`src/rtl/llc_mem_beat_adapter.sv`:
```
// ---------------------------------------------------------------------------
// llc_mem_beat_adapter
//
// Purpose: turns one cache-line request from the LLC core into a sequence of
// word-wide beats towards memory. A write line is sent as WORDS_PER_LINE
// write beats and produces no response. A read line is sent as
// WORDS_PER_LINE read beats. The in-order read data is collected back into a
// line and returned on the llc_mem_rsp channel.
//
// Ports:
//   clk, rst                 clock (rising edge) and async active-high reset
//   llc_mem_req_*            line request from the LLC core (valid/ready);
//                            hsize is accepted but has no effect
//   llc_mem_rsp_*            read-line response to the LLC core (valid/ready)
//   mem_beat_*               word-beat request to memory (valid/ready);
//                            addr is a byte address
//   mem_rdata_*              in-order read data from memory (valid/ready)
//   llc_mem_rd_cnt/_wr_cnt   completed read/write line counters
//
// Configuration:
//   LLC_MEM_STATS_EN         when defined, the two line counters are built.
//                            Otherwise the counter outputs are tied to 0.
//
// WORD_BITS is assumed to be a power of two of at least 16, so that each
// beat address has at least one zero byte-offset bit.
// ---------------------------------------------------------------------------
module llc_mem_beat_adapter #(
    parameter int WORDS_PER_LINE = 4,
    parameter int WORD_BITS      = 64,
    parameter int LINE_ADDR_BITS = 28,
    localparam int LINE_BITS     = WORDS_PER_LINE * WORD_BITS,
    localparam int OFF_BITS      = $clog2(LINE_BITS / 8)
) (
    input  logic                               clk,
    input  logic                               rst,

    input  logic                               llc_mem_req_valid,
    output logic                               llc_mem_req_ready,
    input  logic                               llc_mem_req_data_hwrite,
    input  logic [2:0]                         llc_mem_req_data_hsize,
    input  logic [1:0]                         llc_mem_req_data_hprot,
    input  logic [LINE_ADDR_BITS-1:0]          llc_mem_req_data_addr,
    input  logic [LINE_BITS-1:0]               llc_mem_req_data_line,

    output logic                               llc_mem_rsp_valid,
    input  logic                               llc_mem_rsp_ready,
    output logic [LINE_BITS-1:0]               llc_mem_rsp_data_line,

    output logic                               mem_beat_valid,
    input  logic                               mem_beat_ready,
    output logic                               mem_beat_write,
    output logic [LINE_ADDR_BITS+OFF_BITS-1:0] mem_beat_addr,
    output logic [WORD_BITS-1:0]               mem_beat_wdata,
    output logic [1:0]                         mem_beat_hprot,

    input  logic                               mem_rdata_valid,
    output logic                               mem_rdata_ready,
    input  logic [WORD_BITS-1:0]               mem_rdata,

    output logic [31:0]                        llc_mem_rd_cnt,
    output logic [31:0]                        llc_mem_wr_cnt
);

    localparam int BEAT_BITS = $clog2(WORDS_PER_LINE);
    localparam int BYTE_BITS = $clog2(WORD_BITS / 8);
    localparam logic [BEAT_BITS-1:0] LAST_IDX = BEAT_BITS'(WORDS_PER_LINE - 1);

    typedef enum logic [2:0] {
        IDLE,
        WR_BEAT,
        RD_REQ,
        RD_DATA,
        RSP
    } state_t;

    state_t                                    state;
    logic [BEAT_BITS-1:0]                      beat_idx;
    logic [BEAT_BITS-1:0]                      data_idx;
    logic [LINE_ADDR_BITS-1:0]                 addr_q;
    logic [WORDS_PER_LINE-1:0][WORD_BITS-1:0]  line_q;
    logic [1:0]                                hprot_q;
    logic                                      hwrite_q;

    logic beat_hs;
    logic rdata_hs;
    logic beat_last;
    logic data_last;

    // hsize has no effect on a whole-line transfer.
    logic unused_hsize;
    assign unused_hsize = ^llc_mem_req_data_hsize;

    // Handshake strobes. The valid/ready outputs are decoded from the state
    // register alone, so no input combinationally reaches them.
    assign beat_hs   = mem_beat_valid & mem_beat_ready;
    assign rdata_hs  = mem_rdata_valid & mem_rdata_ready;
    assign beat_last = (beat_idx == LAST_IDX);
    assign data_last = (data_idx == LAST_IDX);

    assign llc_mem_req_ready = (state == IDLE);
    assign mem_beat_valid    = (state == WR_BEAT) || (state == RD_REQ);
    assign mem_rdata_ready   = (state == RD_REQ) || (state == RD_DATA);
    assign llc_mem_rsp_valid = (state == RSP);

    // Beat fields are driven only while a beat is offered. Each field comes
    // from registers that do not change until the beat is accepted, so it is
    // stable across stalls.
    assign mem_beat_write = mem_beat_valid & hwrite_q;
    assign mem_beat_hprot = mem_beat_valid ? hprot_q : 2'b00;
    assign mem_beat_addr  = mem_beat_valid ? {addr_q, beat_idx, {BYTE_BITS{1'b0}}} : '0;
    assign mem_beat_wdata = (state == WR_BEAT) ? line_q[beat_idx] : '0;

    assign llc_mem_rsp_data_line = llc_mem_rsp_valid ? line_q : '0;

    // NOTE: sequential state uses non-blocking assignments only. Every
    // register sees the pre-edge value of every other register.
    always_ff @(posedge clk or posedge rst) begin
        if (rst) begin
            // NOTE: the line buffer is cleared on reset together with the
            // control state. A response can then never expose stale data.
            state    <= IDLE;
            beat_idx <= '0;
            data_idx <= '0;
            addr_q   <= '0;
            line_q   <= '0;
            hprot_q  <= '0;
            hwrite_q <= 1'b0;
        end else begin
            case (state)
                IDLE: begin
                    if (llc_mem_req_valid) begin
                        addr_q   <= llc_mem_req_data_addr;
                        line_q   <= llc_mem_req_data_line;
                        hprot_q  <= llc_mem_req_data_hprot;
                        hwrite_q <= llc_mem_req_data_hwrite;
                        beat_idx <= '0;
                        data_idx <= '0;
                        state    <= llc_mem_req_data_hwrite ? WR_BEAT : RD_REQ;
                    end
                end

                WR_BEAT: begin
                    if (beat_hs) begin
                        beat_idx <= beat_idx + 1'b1;
                        if (beat_last) state <= IDLE;
                    end
                end

                RD_REQ: begin
                    // Read data may already stream back while later beats are
                    // still being issued.
                    if (beat_hs) beat_idx <= beat_idx + 1'b1;
                    if (rdata_hs) begin
                        line_q[data_idx] <= mem_rdata;
                        data_idx         <= data_idx + 1'b1;
                    end
                    if (beat_hs && beat_last)
                        state <= (rdata_hs && data_last) ? RSP : RD_DATA;
                end

                RD_DATA: begin
                    if (rdata_hs) begin
                        line_q[data_idx] <= mem_rdata;
                        data_idx         <= data_idx + 1'b1;
                        if (data_last) state <= RSP;
                    end
                end

                RSP: begin
                    if (llc_mem_rsp_ready) state <= IDLE;
                end

                default: state <= IDLE;
            endcase
        end
    end

`ifdef LLC_MEM_STATS_EN
    logic [31:0] rd_cnt_q;
    logic [31:0] wr_cnt_q;

    // Both counters wrap naturally at 2^32.
    always_ff @(posedge clk or posedge rst) begin
        if (rst) begin
            rd_cnt_q <= '0;
            wr_cnt_q <= '0;
        end else begin
            if (llc_mem_rsp_valid && llc_mem_rsp_ready)
                rd_cnt_q <= rd_cnt_q + 32'd1;
            if ((state == WR_BEAT) && beat_hs && beat_last)
                wr_cnt_q <= wr_cnt_q + 32'd1;
        end
    end

    assign llc_mem_rd_cnt = rd_cnt_q;
    assign llc_mem_wr_cnt = wr_cnt_q;
`else
    assign llc_mem_rd_cnt = 32'd0;
    assign llc_mem_wr_cnt = 32'd0;
`endif

endmodule

```
`config.mk`:
```
export PLATFORM = sky130hd
export DESIGN_NAME = llc_mem_beat_adapter
export DESIGN_NICKNAME = d
export VERILOG_FILES = /design/src/rtl/llc_mem_beat_adapter.sv
export SDC_FILE = /design/constraint.sdc
export NUM_CORES = 1
export LEC_CHECK = 0
export ABC_CLOCK_PERIOD_IN_PS = 18800
export CORE_AREA = 3 3 306 308
export DETAILED_ROUTE_END_ITERATION = 10
export DIE_AREA = 0 0 309 311
export GPL_ROUTABILITY_DRIVEN = 0
export SLEW_MARGIN = 20
export SYNTH_ARGS = -nofsm -noshare
export SYNTH_HDL_FRONTEND = slang
export SYNTH_SLANG_ARGS = --single-unit
```
`constraint.sdc`:
```
create_clock -name clk -period 18.8 [get_ports clk]
set_clock_uncertainty 0.2 [all_clocks]
set_input_delay 1.88 -clock clk [delete_from_list [all_inputs] [get_ports clk]]
set_output_delay 1.88 -clock clk [all_outputs]
set_load 0.01 [all_outputs]
```
== Word level (Yosys, flattened, before mapping) ==
Index checks and enable logic that the tools add are counted.

* Register bits: 294
* Bits of input ports: 360
* Output and inout port bits: 424
* Logic and storage cells: 74

* $add $sub $neg: 2
* Magnitude comparators: 3
* Equal/unequal tests: 15
* Multiplexer cells: 27
* Bitwise gates (word level): 3
* Reductions and logical operators: 14

{| class="wikitable"
|+ Operators with widths
! kind !! count
|-
| $mux 256 || 3
|-
| $pmux 256 s2 || 1
|-
| $bwmux 256 || 1
|-
| $mux 64 || 3
|-
| $bmux 64 s2 || 1
|-
| $demux 64 s2 || 1
|-
| $mux 33 || 1
|-
| $mux 3 || 8
|-
| $pmux 3 s5 || 1
|-
| $mux 2 || 5
|-
| $ne 2x2->1 const B || 5
|-
| $ne 2x1->1 const B || 4
|-
| $pmux 2 s2 || 2
|-
| $reduce_and 7->1 || 1
|-
| $eq 3x2->1 const B || 2
|-
| $lt 2x3->1 const B || 2
|-
| $reduce_and 3->1 || 2
|-
| $add 2x1->2 const B || 2
|-
| $eq 2x2->1 const B || 2
|-
| $reduce_bool 2->1 || 2
|-
| $reduce_or 2->1 || 2
|-
| $and 1x1->1 || 3
|-
| $eq 3x1->1 const B || 1
|-
| $eq 3x3->1 const B || 1
|-
| 5 further kinds || 8
|}

== Logic depth before layout (Yosys ltp) ==
* Depth after elaboration: 7
* Gate-level depth with buffers: 7
* Depth with buffers taken out: 5

== Least setup slack after synthesis ==
No wires, ideal clock.

* Path kind: reg2out
* Start: register beat_idx[0]
* End: output mem_beat_wdata[28]
* Arrival time: 1.776 ns
* Required time: 16.720 ns
* Setup slack: 14.944 ns
* Cell stages (with the launch flop): 6
* Cells stage by stage: dfrtp_1 > clkbuf_1 > buf_2 > buf_2 > mux4_2 > and3_1

* Longest elaborated chain between the ends: 3

{| class="wikitable"
|+ Ends and longest elaborated chain
! element !! RTL line !! RTL
|-
| from (decl) || 77 || <nowiki>logic [BEAT_BITS-1:0] beat_idx;</nowiki>
|-
| from (signal assigned) || 144 || <nowiki>beat_idx <= beat_idx + 1'b1;</nowiki>
|-
| from (signal assigned) || 152 || <nowiki>if (beat_hs) beat_idx <= beat_idx + 1'b1;</nowiki>
|-
| $bmux 64 s2 || 111 || <nowiki>assign mem_beat_wdata = (state == WR_BEAT) ? line_q[beat_idx] : '0;</nowiki>
|-
| $mux 64 (not written as such) || 111 ||
|-
| $mux 64 || 111 ||
|-
| to (decl) || 53 || <nowiki>output logic [WORD_BITS-1:0] mem_beat_wdata,</nowiki>
|}

No other way between the ends. The select of a mux whose other input is x is not followed.

== Final worst setup path ==
* Start: register state[1]
* End: output llc_mem_rsp_data_line[55]

* Longest elaborated chain between the ends: 2

{| class="wikitable"
|+ Ends and longest elaborated chain
! element !! RTL line !! RTL
|-
| from (decl) || 76 || <nowiki>state_t state;</nowiki>
|-
| from (signal assigned) || 138 || <nowiki>state <= llc_mem_req_data_hwrite ? WR_BEAT : RD_REQ;</nowiki>
|-
| from (signal assigned) || 158 || <nowiki>state <= (rdata_hs && data_last) ? RSP : RD_DATA;</nowiki>
|-
| $eq 3x3->1 || 103 || <nowiki>assign llc_mem_rsp_valid = (state == RSP);</nowiki>
|-
| $mux 256 || 113 || <nowiki>assign llc_mem_rsp_data_line = llc_mem_rsp_valid ? line_q : '0;</nowiki>
|-
| to (decl) || 47 || <nowiki>output logic [LINE_BITS-1:0] llc_mem_rsp_data_line,</nowiki>
|}

No other way between the ends.

==> results.cfg <==
[worst_hold_path]
hold_end = addr_q[22]
min_path_type = reg2reg
holdPathStages = 2
hold_path_startpoint = addr_q[22]

[timing]
fmax_mhz = 172
setup_viol = 0
worst_slew_pin_slew_ns = 1.09
rsz0062_at_grt = no
drv_slew = 0
setup_ws_ns = 13.00
tns_ns = 0
hold_violations = 0
slew_headroom_pct = 27.6
final.period_utilization_pct = 30.8
fin_crit_ns = 5.80

[die]
coreArea_mm2 = 0.0914
die_area_mm2 = 0.0961
die_height_um = 311
io_pins = 784
fp.dieW_um = 309
start_util_pct = 22.6
rows = 111

[clock_tree]
cts_setup_buffers = 0
post_cts_resized = 0
clkLatencyLatePin_ns = 0.55
clk_pin_slew_worst_paths_ns = 0.06
root_buffer = clkbuf_16
cts_buffers = 40
postCtsHoldBufs = 0
clock-sinks = 294
clockBufferDepth = 3
cts_tree = built
cts-htree-levels = 2

[global_route]
grt_antenna_before_repair = 23
gr-usage-all-layers_pct = 18.1
grt_pass1_vias = 18400
grt_max_degree = 139
grt-ovfl-total = 0
grt_pass1_wl_um = 130000

[route]
via_per_inst = 4.62
drt-pass1-iter-count = 5
drc = 0
num_vias = 18300
wirelength_um = 91200
dr.first_iter.drc_count = 1348
detail-route-antenna-nets = 0
wl_per_cell_um = 23.1

[logic_synthesis]
synth_common_cells = 354 x and3_1, 354 x nand2_1, 294 x dfrtp_1
ys_types = 34
synth-seq-cells = 294
yosys_most_used_dff = dfrtp_1
synthTopCellsByArea = dfrtp_1 36%, mux2i_1 12%, and3_1 11%, mux2_2 11%, mux4_2 7.0%
yosys.area.top_type_share_pct = 35.6
yosysSeqAreaShare_pct = 35.6
syn_inst = 2127
async_reset_ff_share_pct = 100
ys_warn_count = 0
yosysTopAreaCell = dfrtp_1
avgSynthCellArea_um2 = 9.72
syn_area_mm2 = 0.0207
synth_edf_count = 0

[critical_path]
critPathMaxFanout = 101
crit_chain = buf_4, nor2_4, buf_4, buf_4, and3_1, clkdlybuf4s50_1
cp_slowest_stage_delay_ns = 0.87
crit_path_frequent_cell = buf_4
worstSetupPathType = reg2out
endpoint_kind = output pin
reg2reg_depth = 7
reg2reg_from = state[2]
reg2reg_to = line_q[153]
critPathLaunchType = flop
regToRegSetupSlack_ns = 14.18
crit_required_ns = 16.72
crit_arrival_ns = 3.72
crit_slowest_cell = buf_4

[power_and_ir_drop]
ir_drop_mv = 0.0962
p_leak_uw = 0.0157
total_power_uw = 3810
p_per_area_mw_per_mm2 = 127

[run]
max_cap_viol_count = 0

[run_status]
status = completed

[placed_design]
pre_cts_slack_ns = 13.27
place_area_mm2 = 0.0285
hpwl_um = 62600
io_buffers = 713

[final_layout]
layout.nets = 3092
final_layout_size_suffix_gt1_share_pct = 15.4
final_util_pct = 32.7
stdcell_area_mm2 = 0.0299
syn2layout_area_growth_pct = 44.5
-- stage by stage --
stage | std cells | hold slack (ns)
detailed placement | 3871 | 0.256
finish | 3954 | 0.267
global route | 3951 | 0.281
CTS | 3938 | 0.270
global placement | 3871 | 0.251
floorplan | 2193 | 0.238
-- cell type report --
type / instances / area [µm²]
antenna: 16 / 40.0
clock inverter: 8 / 120
tap: 1186 / 1480
multi-input combinational: 1385 / 11300
timing repair buffer: 743 / 7390
sequential: 294 / 7370
fill: 9383 / 61500
clock buffer: 59 / 1150
inverter: 263 / 1000
-- registers in the layout (all words and copies together), names as in the netlist --
signal and count:
line_q 256, addr_q 28, state 3, beat_idx 2
data_idx 2, hprot_q 2, hwrite_q 1
-- power breakdown --
group	internal, µW	switching (µW)	leakage, µW
combinational	929	955	0.0112
sequential	913	245	0.00383
clock	462	302	0.000617
total	2300	1500	0.0157
-- kinds of logic after synthesis --
group / after synthesis / share of synthesized area (%)
AO/OA/AOI/OAI: 10 / 0.436
XOR/XNOR: 1 / 0.0424
adder cells (fa/ha/maj): 5 / 0.303
buffers and inverters: 514 / 11.4
flip-flops: 294 / 35.6
multiplexers: 578 / 34.5
other: 1 / 0.0181
AND/OR/NAND/NOR: 724 / 17.7
-- worst max path at each step --
stage | startpoint | endpoint | slack (ns) | cells after the start
after floorplan | rst | addr_q[0] | 8.60 | 1
after global placement | llc_mem_req_valid | line_q[254] | 13.33 | 6
after detailed placement | llc_mem_req_valid | line_q[254] | 13.27 | 6
after CTS | state[1] | llc_mem_rsp_data_line[55] | 12.99 | 6
after global routing | state[1] | llc_mem_rsp_data_line[47] | 12.82 | 6
final | state[1] | llc_mem_rsp_data_line[55] | 13.00 | 6
-- layer usage --
layer  routed length, µm  global-route usage, %  vias to the layer above
met4                3550                   7.41                        8
met1               37600                   22.6                     9115
li1                    -                      -                     8205
met2               43100                   29.6                      782
met3                6830                   4.72                      170
met5                  60                      0                        -
-- cell usage in the layout, fill, tap and decap left out, types with 4 or more instances in the layout --
cell type and instances:
dfrtp_1 290, mux2_4 60, clkbuf_16 41, nand3_1 4, dfrtp_4 4, and3_1 354, clkdlybuf4s50_1 713, mux4_2 64
inv_1 261, clkbuf_1 12, diode_2 16, conb_1 67, buf_4 28, mux2_2 196, nand2_1 354, ha_4 4
clkbuf_8 6, mux2i_1 258
-- critical path, delay by kind of cell, from the launching register on --
family                 cells  cell delay, ns
buffers and inverters      4            2.18
DFF                        1            0.35
and+or+nand+nor            2            0.41
Power figures use the tool's default switching activity.
